`src/rtl/regfile_writeback_arbiter.sv`:
```
// Register-file write port arbiter: primary writeback stream wins,
// long-latency results queue in a small FIFO with squash and pending mask.
module regfile_writeback_arbiter #(
    parameter int DEPTH  = 4,
    parameter int DATA_W = 32,
    parameter int ADDR_W = 5
) (
    input  logic                       clk,
    input  logic                       rst_n,
    input  logic                       pri_we,
    input  logic [ADDR_W-1:0]          pri_reg,
    input  logic [DATA_W-1:0]          pri_data,
    input  logic                       sec_valid,
    output logic                       sec_ready,
    input  logic [ADDR_W-1:0]          sec_reg,
    input  logic [DATA_W-1:0]          sec_data,
    output logic                       RegWrite,
    output logic [ADDR_W-1:0]          WriteReg,
    output logic [DATA_W-1:0]          WriteData,
    output logic [31:0]                pend_mask,
    output logic [$clog2(DEPTH+1)-1:0] fifo_count
);

    localparam int PTR_W = $clog2(DEPTH);
    localparam int CNT_W = $clog2(DEPTH + 1);
    localparam logic [CNT_W-1:0] FULL = CNT_W'(DEPTH);

    logic [ADDR_W-1:0] regQ  [DEPTH];
    logic [DATA_W-1:0] dataQ [DEPTH];
    logic [DEPTH-1:0]  liveQ;
    logic [PTR_W-1:0]  wrPtr;
    logic [PTR_W-1:0]  rdPtr;
    logic [CNT_W-1:0]  count;

    logic priHit;
    logic push;
    logic pop;
    logic pushLive;

    assign sec_ready  = rst_n && (count < FULL);
    assign priHit     = pri_we && (pri_reg != '0);
    assign push       = sec_valid && sec_ready && (sec_reg != '0);
    assign pop        = !priHit && (count != '0);
    assign pushLive   = !(priHit && (sec_reg == pri_reg));
    assign fifo_count = count;

    // Live bits are cleared on pop, so only occupied slots can contribute.
    always_comb begin
        pend_mask = '0;
        for (int i = 0; i < DEPTH; i++) begin
            if (liveQ[i]) begin
                pend_mask[regQ[i]] = 1'b1;
            end
        end
        pend_mask[0] = 1'b0;
    end

    always_ff @(posedge clk or negedge rst_n) begin
        if (!rst_n) begin
            for (int i = 0; i < DEPTH; i++) begin
                regQ[i]  <= '0;
                dataQ[i] <= '0;
            end
            liveQ     <= '0;
            wrPtr     <= '0;
            rdPtr     <= '0;
            count     <= '0;
            RegWrite  <= 1'b0;
            WriteReg  <= '0;
            WriteData <= '0;
        end else begin
            for (int i = 0; i < DEPTH; i++) begin
                if (priHit && (regQ[i] == pri_reg)) begin
                    liveQ[i] <= 1'b0;
                end
            end
            if (pop) begin
                liveQ[rdPtr] <= 1'b0;
                rdPtr        <= rdPtr + PTR_W'(1);
            end
            // A same-cycle primary write to the same register is newer.
            if (push) begin
                regQ[wrPtr]  <= sec_reg;
                dataQ[wrPtr] <= sec_data;
                liveQ[wrPtr] <= pushLive;
                wrPtr        <= wrPtr + PTR_W'(1);
            end
            case ({push, pop})
                2'b10:   count <= count + CNT_W'(1);
                2'b01:   count <= count - CNT_W'(1);
                default: count <= count;
            endcase
            if (priHit) begin
                RegWrite  <= 1'b1;
                WriteReg  <= pri_reg;
                WriteData <= pri_data;
            end else if (pop) begin
                RegWrite <= liveQ[rdPtr];
                if (liveQ[rdPtr]) begin
                    WriteReg  <= regQ[rdPtr];
                    WriteData <= dataQ[rdPtr];
                end
            end else begin
                RegWrite <= 1'b0;
            end
        end
    end

endmodule

```
`config.mk`:
```
export PLATFORM = sky130hd
export DESIGN_NAME = regfile_writeback_arbiter
export DESIGN_NICKNAME = d
export VERILOG_FILES = /design/src/rtl/regfile_writeback_arbiter.sv
export SDC_FILE = /design/constraint.sdc
export NUM_CORES = 1
export LEC_CHECK = 0
export ABC_CLOCK_PERIOD_IN_PS = 2240
export BUFFER_PORTS_ARGS = -buffer_cell sky130_fd_sc_hd__buf_4
export CAP_MARGIN = 10
export CORE_MARGIN = 2
export CORE_UTILIZATION = 52
export CTS_CLUSTER_SIZE = 8
export DETAILED_ROUTE_END_ITERATION = 10
export PLACE_DENSITY = 0.78
export SLEW_MARGIN = 25
export SYNTH_ARGS = -nofsm -noshare
export SYNTH_HDL_FRONTEND = slang
export SYNTH_SLANG_ARGS = --single-unit
```
`constraint.sdc`:
```
create_clock -name clk -period 2.24 [get_ports clk]
set_clock_uncertainty 0.05 [all_clocks]
set_input_delay 0.224 -clock clk [delete_from_list [all_inputs] [get_ports clk]]
set_output_delay 0.224 -clock clk [all_outputs]
set_load 0.02 [all_outputs]
```
==> impl_metrics.tcl, run 1 <==
set metrics [dict create \
    status "complete, no violations" \
    cts_buffer_depth 2 \
    startpoint_type "register" \
    slew_violations 0 \
    start_util 0.531 \
    finalCritPeriodShare 0.978 \
    vias_per_cell 5.86 \
    synth_cells 736 \
    worstPathMaxFanout 8 \
    seq_area_mm2 0.00494 \
    die_area_mm2 0.0211 \
    multi_input_area_mm2 0.00515 \
    cts_tree "built" \
    crit_path_end_kind "output pin" \
    port_buffers 150 \
    slowest_stage "dfrtp_1" \
    die_height_um 145 \
    hold_class "input port to register" \
    overflow 0 \
    coreArea_mm2 0.0195 \
    wl_per_cell_um 21.1 \
    area_growth_syn_to_layout_pct 25.9 \
    vdd_drop_max_v 0.000814 \
    grt_max_degree 150 \
    crit_chain "nand3_1 -> o22ai_1 -> a221o_1 -> buf_4" \
    cts_root_buffer "clkbuf_16" \
    cp_top_family "flip-flops" \
    rsz0062_at_grt "no" \
    slowest_delay_ns 0.47 \
    ios 152 \
    num_antenna_cells 0 \
    design_area_mm2 0.0130 \
    ys_warn_count 0 \
    slew_headroom 0.446 \
    clock_sinks 197 \
    finalSetupViolations 0 \
    ys_seq_area_frac 0.476 \
    power.leakage_nw 5.83 \
    cts_buffers 17 \
    first_iter_violations 440 \
    htreeDepth 4 \
    worstPathRequired_ns 1.97 \
    dpl_cell_area_mm2 0.0120 \
    synthArstFlopShare 1.00 \
    cap_violations 0 \
    synth_nets 824 \
    num_rows 51 \
    clk_latency_ns 0.43 \
    dr.pass1.iters 5 \
    synth_area_mm2 0.0104 \
    fin_util 0.668 \
    crit_buf_inv 1 \
    hold_slack_ns 0.0111 \
    grt_pass1_wl_um 41100 \
    p_per_area_mw_per_mm2 1370 \
    grt_pass1_vias 7469 \
    fmax_ghz 0.456 \
    synth.distinct_cells 42 \
    worst_pin_slew_ns 0.823 \
    place.gp.congestion 0.898 \
    vias 7031 \
    die_w_um 145 \
    num-fill-cells 1414 \
    avgSynthCellArea_um2 14.1 \
    finalHoldViolCount 0 \
    drive_above_1_share 0.556 \
    remaining_drc_errors 0 \
    synth_seq_cells 197 \
    grtUsageTotal 0.247 \
    ant_nets 0 \
    critical_path_class "register to output pin" \
    nets 1011 \
    drt-total-wl_um 25400 \
    power_mw 17.9 \
    synth_edf_count 0 \
    synthFlopType "dfrtp_1" \
    clk_pin_slew_ns 0.07 \
    fin_crit_ns 2.19 \
    dp_hpwl_um 17000 \
    crit_arrival_ns 1.92 \
    antenna_found_initial 0 \
]
[cell type report]
cell class,instances,area share
Multi-Input combinational cell,471,0.395
Sequential cell,197,0.379
Timing Repair Buffer,228,0.151
Clock buffer,19,0.0347
Tap cell,265,0.0254
Clock inverter,12,0.0128
Inverter,8,0.00230
[per-layer routing]
| layer | part of all wire | global-route usage | vias to the layer above |
|---|---|---|---|
| met3 | 0.062 | 0.0513 | 41 |
| met2 | 0.50 | 0.408 | 247 |
| li1 | - | - | 3170 |
| met1 | 0.42 | 0.326 | 3573 |
| met5 | 0 | 0 | - |
| met4 | 0.021 | 0.0853 | 0 |
[cells in the mapped netlist, types with 2 or more instances]
cell type	count	area share
inv_1	8	0.0029
mux4_2	38	0.083
nor2_1	15	0.0054
mux2i_1	5	0.0048
nand3_1	10	0.0048
or3_1	3	0.0018
a22oi_1	12	0.0087
mux2_2	184	0.20
o221ai_1	12	0.010
and3_1	8	0.0048
xor2_1	12	0.010
a221o_1	14	0.014
buf_2	11	0.0053
buf_4	7	0.0051
xnor2_1	18	0.015
nor3b_1	8	0.0058
o32ai_1	4	0.0034
o211ai_1	7	0.0051
o22ai_1	14	0.0084
and3b_1	6	0.0051
nor4_1	5	0.0030
nand3b_1	10	0.0072
nor3_1	2	0.00097
buf_6	14	0.015
clkbuf_1	25	0.0091
nand2_1	17	0.0062
mux2_4	29	0.042
or3b_2	7	0.0059
o2111ai_2	4	0.0058
a21oi_1	9	0.0043
ha_1	9	0.011
buf_1	3	0.0011
dfrtp_1	197	0.48
[repair_timing]
item / CTS / global route
endpoints found under the setup margin: 16 / 11
resized for setup: 12 / 6
hold buffers: 26 / 0
hold endpoints to repair: 237 / 0
setup buffers: 0 / 9
[path summary, 6_finish.rpt]
path                               from       endpoint  slack, ns  cells past startpoint
max in group asynchronous         rst_n        regQ[7]       1.06                      3
min reg2reg                   dataQ[36]      dataQ[36]       0.45                      1
max                             regQ[6]  pend_mask[15]       0.05                      4
min                        sec_data[30]      dataQ[94]       0.01                      2
max reg2reg                    rdPtr[0]  WriteData[31]       0.22                      4
min in group asynchronous         rst_n  WriteData[11]       0.46                      3
[worst register-to-register path: stages (launching register included)]
cell     delay, ns
dfrtp_2       0.43
buf_4         0.31
mux4_2        0.60
mux2_2        0.28
mux2_2        0.26
[flip-flops by register name, indices dropped and copies added, names as in the netlist]
register	count
WriteData	32
WriteReg	5
fifo_count	3
RegWrite	1
liveQ	4
regQ	20
wrPtr	2
rdPtr	2
dataQ	128
[placed cells by master (no fill, tap or decap), drive strengths merged, types with 5 or more instances in the layout]
| master | synthesis | final |
|---|---|---|
| dfrtp | 197 | 197 |
| clkbuf | 25 | 20 |
| buf | 35 | 201 |
| nor2 | 15 | 15 |
| nand3 | 10 | 10 |
| nand2 | 19 | 19 |
| xnor2 | 18 | 18 |
| o221ai | 12 | 12 |
| xor2 | 12 | 12 |
| o211ai | 7 | 7 |
| inv | 8 | 13 |
| and3 | 8 | 8 |
| nor3b | 8 | 8 |
| mux2i | 5 | 5 |
| nand3b | 10 | 10 |
| a21oi | 9 | 9 |
| ha | 9 | 9 |
| o22ai | 14 | 14 |
| mux2 | 214 | 214 |
| a22oi | 12 | 12 |
| dlygate4sd3 | 0 | 26 |
| a221o | 14 | 14 |
| or3b | 7 | 7 |
| nor4 | 5 | 5 |
| mux4 | 38 | 38 |
| and3b | 6 | 6 |
[through the flow]
| stage | setup TNS (ns) | setup WS (ns) | instances |
|---|---|---|---|
| final | 0 | 0.0484 | 1200 |
| after global routing | 0 | 0.000375 | 1200 |
| after detailed placement | -1.02 | -0.0561 | 1134 |
| after floorplan | -0.412 | -0.263 | 736 |
| after CTS | 0 | 0.0131 | 1191 |
| after global placement | -0.227 | -0.0172 | 1134 |
[power by group]
group	total, mW	switching (mW)	internal (mW)
logic	8.05	3.38	4.67
clock network	3.22	1.38	1.84
registers	6.64	1.34	5.30
[cell families after synthesis]
kind of cell / count (synthesis) / share of synthesized area
mux: 257 / 0.330
buf+inv: 68 / 0.0386
compound gates: 77 / 0.0614
simple gates: 96 / 0.0555
xor+xnor: 30 / 0.0253
fa+ha+maj: 10 / 0.0128
flops: 197 / 0.476
other cells: 1 / 0.000362
Power figures use the tool's default switching activity.
==> run 2, diff against run 1 <==
--- a/config.mk
+++ b/config.mk
@@ -13,6 +13,7 @@
 export CTS_CLUSTER_SIZE = 8
 export DETAILED_ROUTE_END_ITERATION = 10
 export PLACE_DENSITY = 0.78
+export RECOVER_POWER = 100
 export SLEW_MARGIN = 25
 export SYNTH_ARGS = -nofsm -noshare
 export SYNTH_HDL_FRONTEND = slang
==> run 2 against run 1 <==
- critical path depth stayed put
- via count up 0.54%
- largest power group unchanged
- sequential power about the same
- routed wire length increased by 0.29%
- non-clock buffer count unchanged
- sequential share of layout area rose by 1.7 points
- global-route usage did not move
==> impl_metrics.tcl, run 2 (synthesis gave the netlist of run 1 again) <==
set metrics [dict create \
    cts_buffers 17 \
    vdd_drop_max_v 0.000723 \
    start_util 0.531 \
    ant_nets 0 \
    port_buffers 150 \
    grt_pass1_wl_um 41100 \
    overflow 0 \
    p_per_area_mw_per_mm2 1370 \
    place_ws_ns -0.0561 \
    swShare 0.351 \
    worstPathRequired_ns 1.97 \
    die_area_mm2 0.0211 \
    grt_pass1_vias 7469 \
    layoutNonFillerInstCount 1200 \
    final_common_cell "dfrtp_1" \
    num_rows 51 \
    die_height_um 145 \
    cap_violations 0 \
    cp.depth 4 \
    critical_path_class "register to output pin" \
    largest_reg_flops 128 \
    remaining_drc_errors 0 \
    hold_slack_ns 0.00744 \
    crit_end "pend_mask[15]" \
    vias 7069 \
    dp.cells 1134 \
    worst_pin_slew_ns 1.34 \
    coreArea_mm2 0.0195 \
    intPower_mw 11.1 \
    cts_root_buffer "clkbuf_16" \
    slowest_delay_ns 0.46 \
    ios 152 \
    layout_common_cells "dfrtp_1 (188), mux2_2 (183), buf_4 (114), clkbuf_1 (48), mux4_2 (38)" \
    slew_headroom 0.107 \
    power.leakage_nw 5.48 \
    rsz0062_at_grt "no" \
    fin_util 0.639 \
    grt_max_degree 150 \
    crit_chain "nand3_1 -> o22ai_1 -> a221o_1 -> buf_4" \
    clock_sinks 197 \
    cp_top_family "flip-flops" \
    crit_start "regQ[6]" \
    nets 1011 \
    drt-total-wl_um 25400 \
    vias_per_cell 5.89 \
    worstPathMaxFanout 8 \
    finalSetupViolations 0 \
    dp_hpwl_um 17000 \
    reg_top3 "dataQ x128, WriteData x32, regQ x20" \
    fmax_ghz 0.453 \
    crit_arrival_ns 1.93 \
    r2r_setup_slack_ns 0.19 \
    cts_tree "built" \
    first_iter_violations 429 \
    grtUsageTotal 0.247 \
    slew_violations 0 \
    die_w_um 145 \
    dr.pass1.iters 5 \
    switchingPower_mw 5.99 \
    design_area_mm2 0.0125 \
    num_antenna_cells 0 \
    fin_setup_tns_ns 0 \
    startpoint_type "register" \
    fin_crit_ns 2.21 \
    r2r-start "rdPtr[0]" \
    drive_above_1_share 0.476 \
    crit_buf_inv 1 \
    power_mw 17.1 \
    slowest_stage "dfrtp_1" \
    clk_latency_ns 0.43 \
    clkPwrFrac 0.188 \
    htreeDepth 4 \
    status "complete, no violations" \
    comb_power_share 0.424 \
    antenna_found_initial 0 \
    area_growth_syn_to_layout_pct 20.4 \
    fin_ws_ns 0.0321 \
    wl_per_cell_um 21.2 \
    reg2reg_depth 4 \
    finalHoldViolCount 0 \
    place.gp.congestion 0.898 \
    finalCritPeriodShare 0.986 \
    clk_pin_slew_ns 0.07 \
    seq_power_share 0.388 \
    dpl_cell_area_mm2 0.0120 \
    top_register "dataQ" \
    cts_buffer_depth 2 \
    crit_path_end_kind "output pin" \
    rr_endpoint "WriteData[10]" \
    hold_class "input port to register" \
]
run 2: worst min-delay path by stage:
stage	from	to	slack, ns	cells past startpoint
final	sec_data[30]	dataQ[94]	0.007	2
after global routing	sec_data[0]	dataQ[64]	-0.0005	2
after global placement	rst_n	WriteData[8]	0.38	2
after CTS	sec_data[30]	dataQ[94]	0.0008	2
after detailed placement	rst_n	WriteData[9]	0.38	2
after floorplan	rst_n	RegWrite	-0.12	0
run 2: cell type report:
class	instances	area (um^2)
flip-flops and latches	197	4940
well taps	265	332
clock buffers	19	453
multi-input cells	471	4990
repair buffers	228	1570
fillers	1557	7050
inverters	8	30.0
clock inverters	12	166
run 2: power groups by stage:
stage / clock (mW) / combinational [mW] / sequential, mW
after floorplan: 0 / 5.35 / 6.48
after CTS: 3.25 / 7.92 / 6.66
after global placement: 0 / 7.60 / 6.57
after detailed placement: 0 / 7.81 / 6.64
after global routing: 3.40 / 7.79 / 6.82
final: 3.21 / 7.24 / 6.61
run 2: routing by layer:
layer / vias up / wire (um) / track usage
met4: 0 / 548 / 0.0853
li1: 3160 / - / -
met2: 273 / 12600 / 0.408
met5: - / 0 / 0
met1: 3592 / 10600 / 0.326
met3: 44 / 1650 / 0.0513
run 2: timing repair:
action	in CTS	in global routing
pin swaps	0	0
hold buffers	26	0
endpoints found under the setup margin	16	11
endpoints found under the hold margin	237	0
buffers inserted	0	9
gates resized for setup	12	6
==> run 3, diff against run 2 <==
--- a/config.mk
+++ b/config.mk
@@ -8,7 +8,6 @@
 export ABC_CLOCK_PERIOD_IN_PS = 2240
 export BUFFER_PORTS_ARGS = -buffer_cell sky130_fd_sc_hd__buf_4
 export CAP_MARGIN = 10
-export CORE_MARGIN = 2
 export CORE_UTILIZATION = 52
 export CTS_CLUSTER_SIZE = 8
 export DETAILED_ROUTE_END_ITERATION = 10
==> run 3 against run 2 <==
- non-clock buffer count up 3
- cell count up 0.33%
- largest power group unchanged
- core utilization up 0.22 points
- combinational power down 0.7%
- critical path type unchanged
- register-to-register slack worse by 0.08 ns
- die area down 2.7%
- worst hold slack better by 0.0043 ns
==> impl_metrics.tcl, run 3 (synthesis gave the netlist of run 1 again) <==
set metrics [dict create \
    antenna_found_initial 0 \
    start_util 0.531 \
    dr.pass1.iters 5 \
    largest_reg_flops 128 \
    place.gp.congestion 0.902 \
    fin_ws_ns 0.0428 \
    cts_buffers 17 \
    fin_setup_tns_ns 0 \
    crit_path_end_kind "output pin" \
    drive_above_1_share 0.474 \
    power.leakage_nw 5.48 \
    crit_arrival_ns 1.92 \
    grt_pass1_wl_um 40200 \
    ant_nets 0 \
    hold_class "input port to register" \
    dp_hpwl_um 16300 \
    num_antenna_cells 0 \
    wl_per_cell_um 20.9 \
    power_mw 16.9 \
    layout_common_cells "dfrtp_1 (188), mux2_2 (183), buf_4 (113), clkbuf_1 (52), mux4_2 (38)" \
    critical_path_class "register to output pin" \
    num_rows 51 \
    clk_pin_slew_ns 0.07 \
    reg_top3 "dataQ x128, WriteData x32, regQ x20" \
    finalHoldViolCount 0 \
    nets 1014 \
    ios 152 \
    p_per_area_mw_per_mm2 1350 \
    area_growth_syn_to_layout_pct 20.8 \
    coreArea_mm2 0.0195 \
    htreeDepth 4 \
    overflow 0 \
    die_w_um 143 \
    fin_crit_ns 2.20 \
    dpl_cell_area_mm2 0.0120 \
    cts_root_buffer "clkbuf_16" \
    final_common_cell "dfrtp_1" \
    die_area_mm2 0.0205 \
    finalSetupViolations 0 \
    grtUsageTotal 0.259 \
    clock_sinks 197 \
    grt_max_degree 198 \
    remaining_drc_errors 0 \
    finalCritPeriodShare 0.981 \
    cts_tree "built" \
    cts_buffer_depth 2 \
    slowest_stage "or3b_4" \
    vias 7159 \
    clk_latency_ns 0.43 \
    die_height_um 143 \
    status "complete, no violations" \
    top_register "dataQ" \
    hold_slack_ns 0.0117 \
    crit_chain "or3b_4 -> o221ai_1 -> clkbuf_2" \
    startpoint_type "register" \
    vias_per_cell 5.95 \
    fmax_ghz 0.455 \
    grt_pass1_vias 7238 \
    drt-total-wl_um 25200 \
    slew_headroom 0.389 \
    worstPathMaxFanout 7 \
    num-fill-cells 1546 \
    worst_pin_slew_ns 0.916 \
    vdd_drop_max_v 0.000732 \
    design_area_mm2 0.0125 \
    slew_violations 0 \
    worstPathRequired_ns 1.97 \
    slowest_delay_ns 0.50 \
    first_iter_violations 455 \
    port_buffers 150 \
    cap_violations 0 \
    place_ws_ns -0.0413 \
]
-- run 3: cell count changes in the layout (fill, tap and decap cells not counted), sizes merged --
cell / change
clkbuf: +6
buf: -5
bufinv: -2
clkinvlp: +1
dlygate4sd3: +3
inv: +1
-- run 3: path summary, 6_finish.rpt --
check,from,to,slack (ns),cells past startpoint
min reg2reg,WriteData[5],WriteData[5],0.44,1
max,regQ[6],pend_mask[4],0.04,3
max reg2reg,rdPtr[0],WriteData[12],0.11,4
min in group asynchronous,rst_n,regQ[12],0.66,3
max in group asynchronous,rst_n,dataQ[26],0.29,4
min,sec_data[25],dataQ[121],0.01,2
-- run 3: critical path, delay by kind of cell, from the launching register on --
family,cells,cell delay (ns)
AND/OR/NAND/NOR,1,0.50
flip-flops,1,0.47
AO/OA/AOI/OAI,1,0.29
buffers and inverters,1,0.23
-- run 3: stage by stage --
| stage | instances | util |
|---|---|---|
| floorplan | 736 | - |
| global placement | 1130 | 0.613 |
| detailed placement | 1130 | 0.613 |
| CTS | 1190 | 0.659 |
| global route | 1204 | 0.641 |
| finish | 1204 | 0.641 |
-- run 3: final cells by class --
type	count	area [um^2]	area share
Inverter	8	30.0	0.00240
Clock inverter	12	139	0.0111
Multi-Input combinational cell	471	5000	0.400
Tap cell	265	332	0.0265
Clock buffer	20	457	0.0365
Timing Repair Buffer	231	1620	0.129
Sequential cell	197	4940	0.395
-- run 3: timing repair --
item / in CTS / in global routing
setup buffers: 0 / 12
resized for setup: 11 / 11
hold buffers: 28 / 1
endpoints found under the setup margin: 16 / 21
endpoints found under the hold margin: 80 / 67
pin swaps: 0 / 0
-- run 3: power by group --
| part | switching [mW] | leakage [nW] | internal (mW) |
|---|---|---|---|
| combinational | 3.28 | 2.80 | 3.92 |
| clock | 1.43 | 0.286 | 1.64 |
| sequential | 1.34 | 2.40 | 5.29 |
| total | 6.04 | 5.48 | 10.9 |
-- run 3: routing by layer --
layer / wire length, um / vias up / track usage
li1: - / 3149 / -
met1: 10700 / 3672 / 0.343
met2: 12500 / 280 / 0.422
met3: 1510 / 58 / 0.0540
met4: 546 / 0 / 0.0928
met5: 0 / - / 0
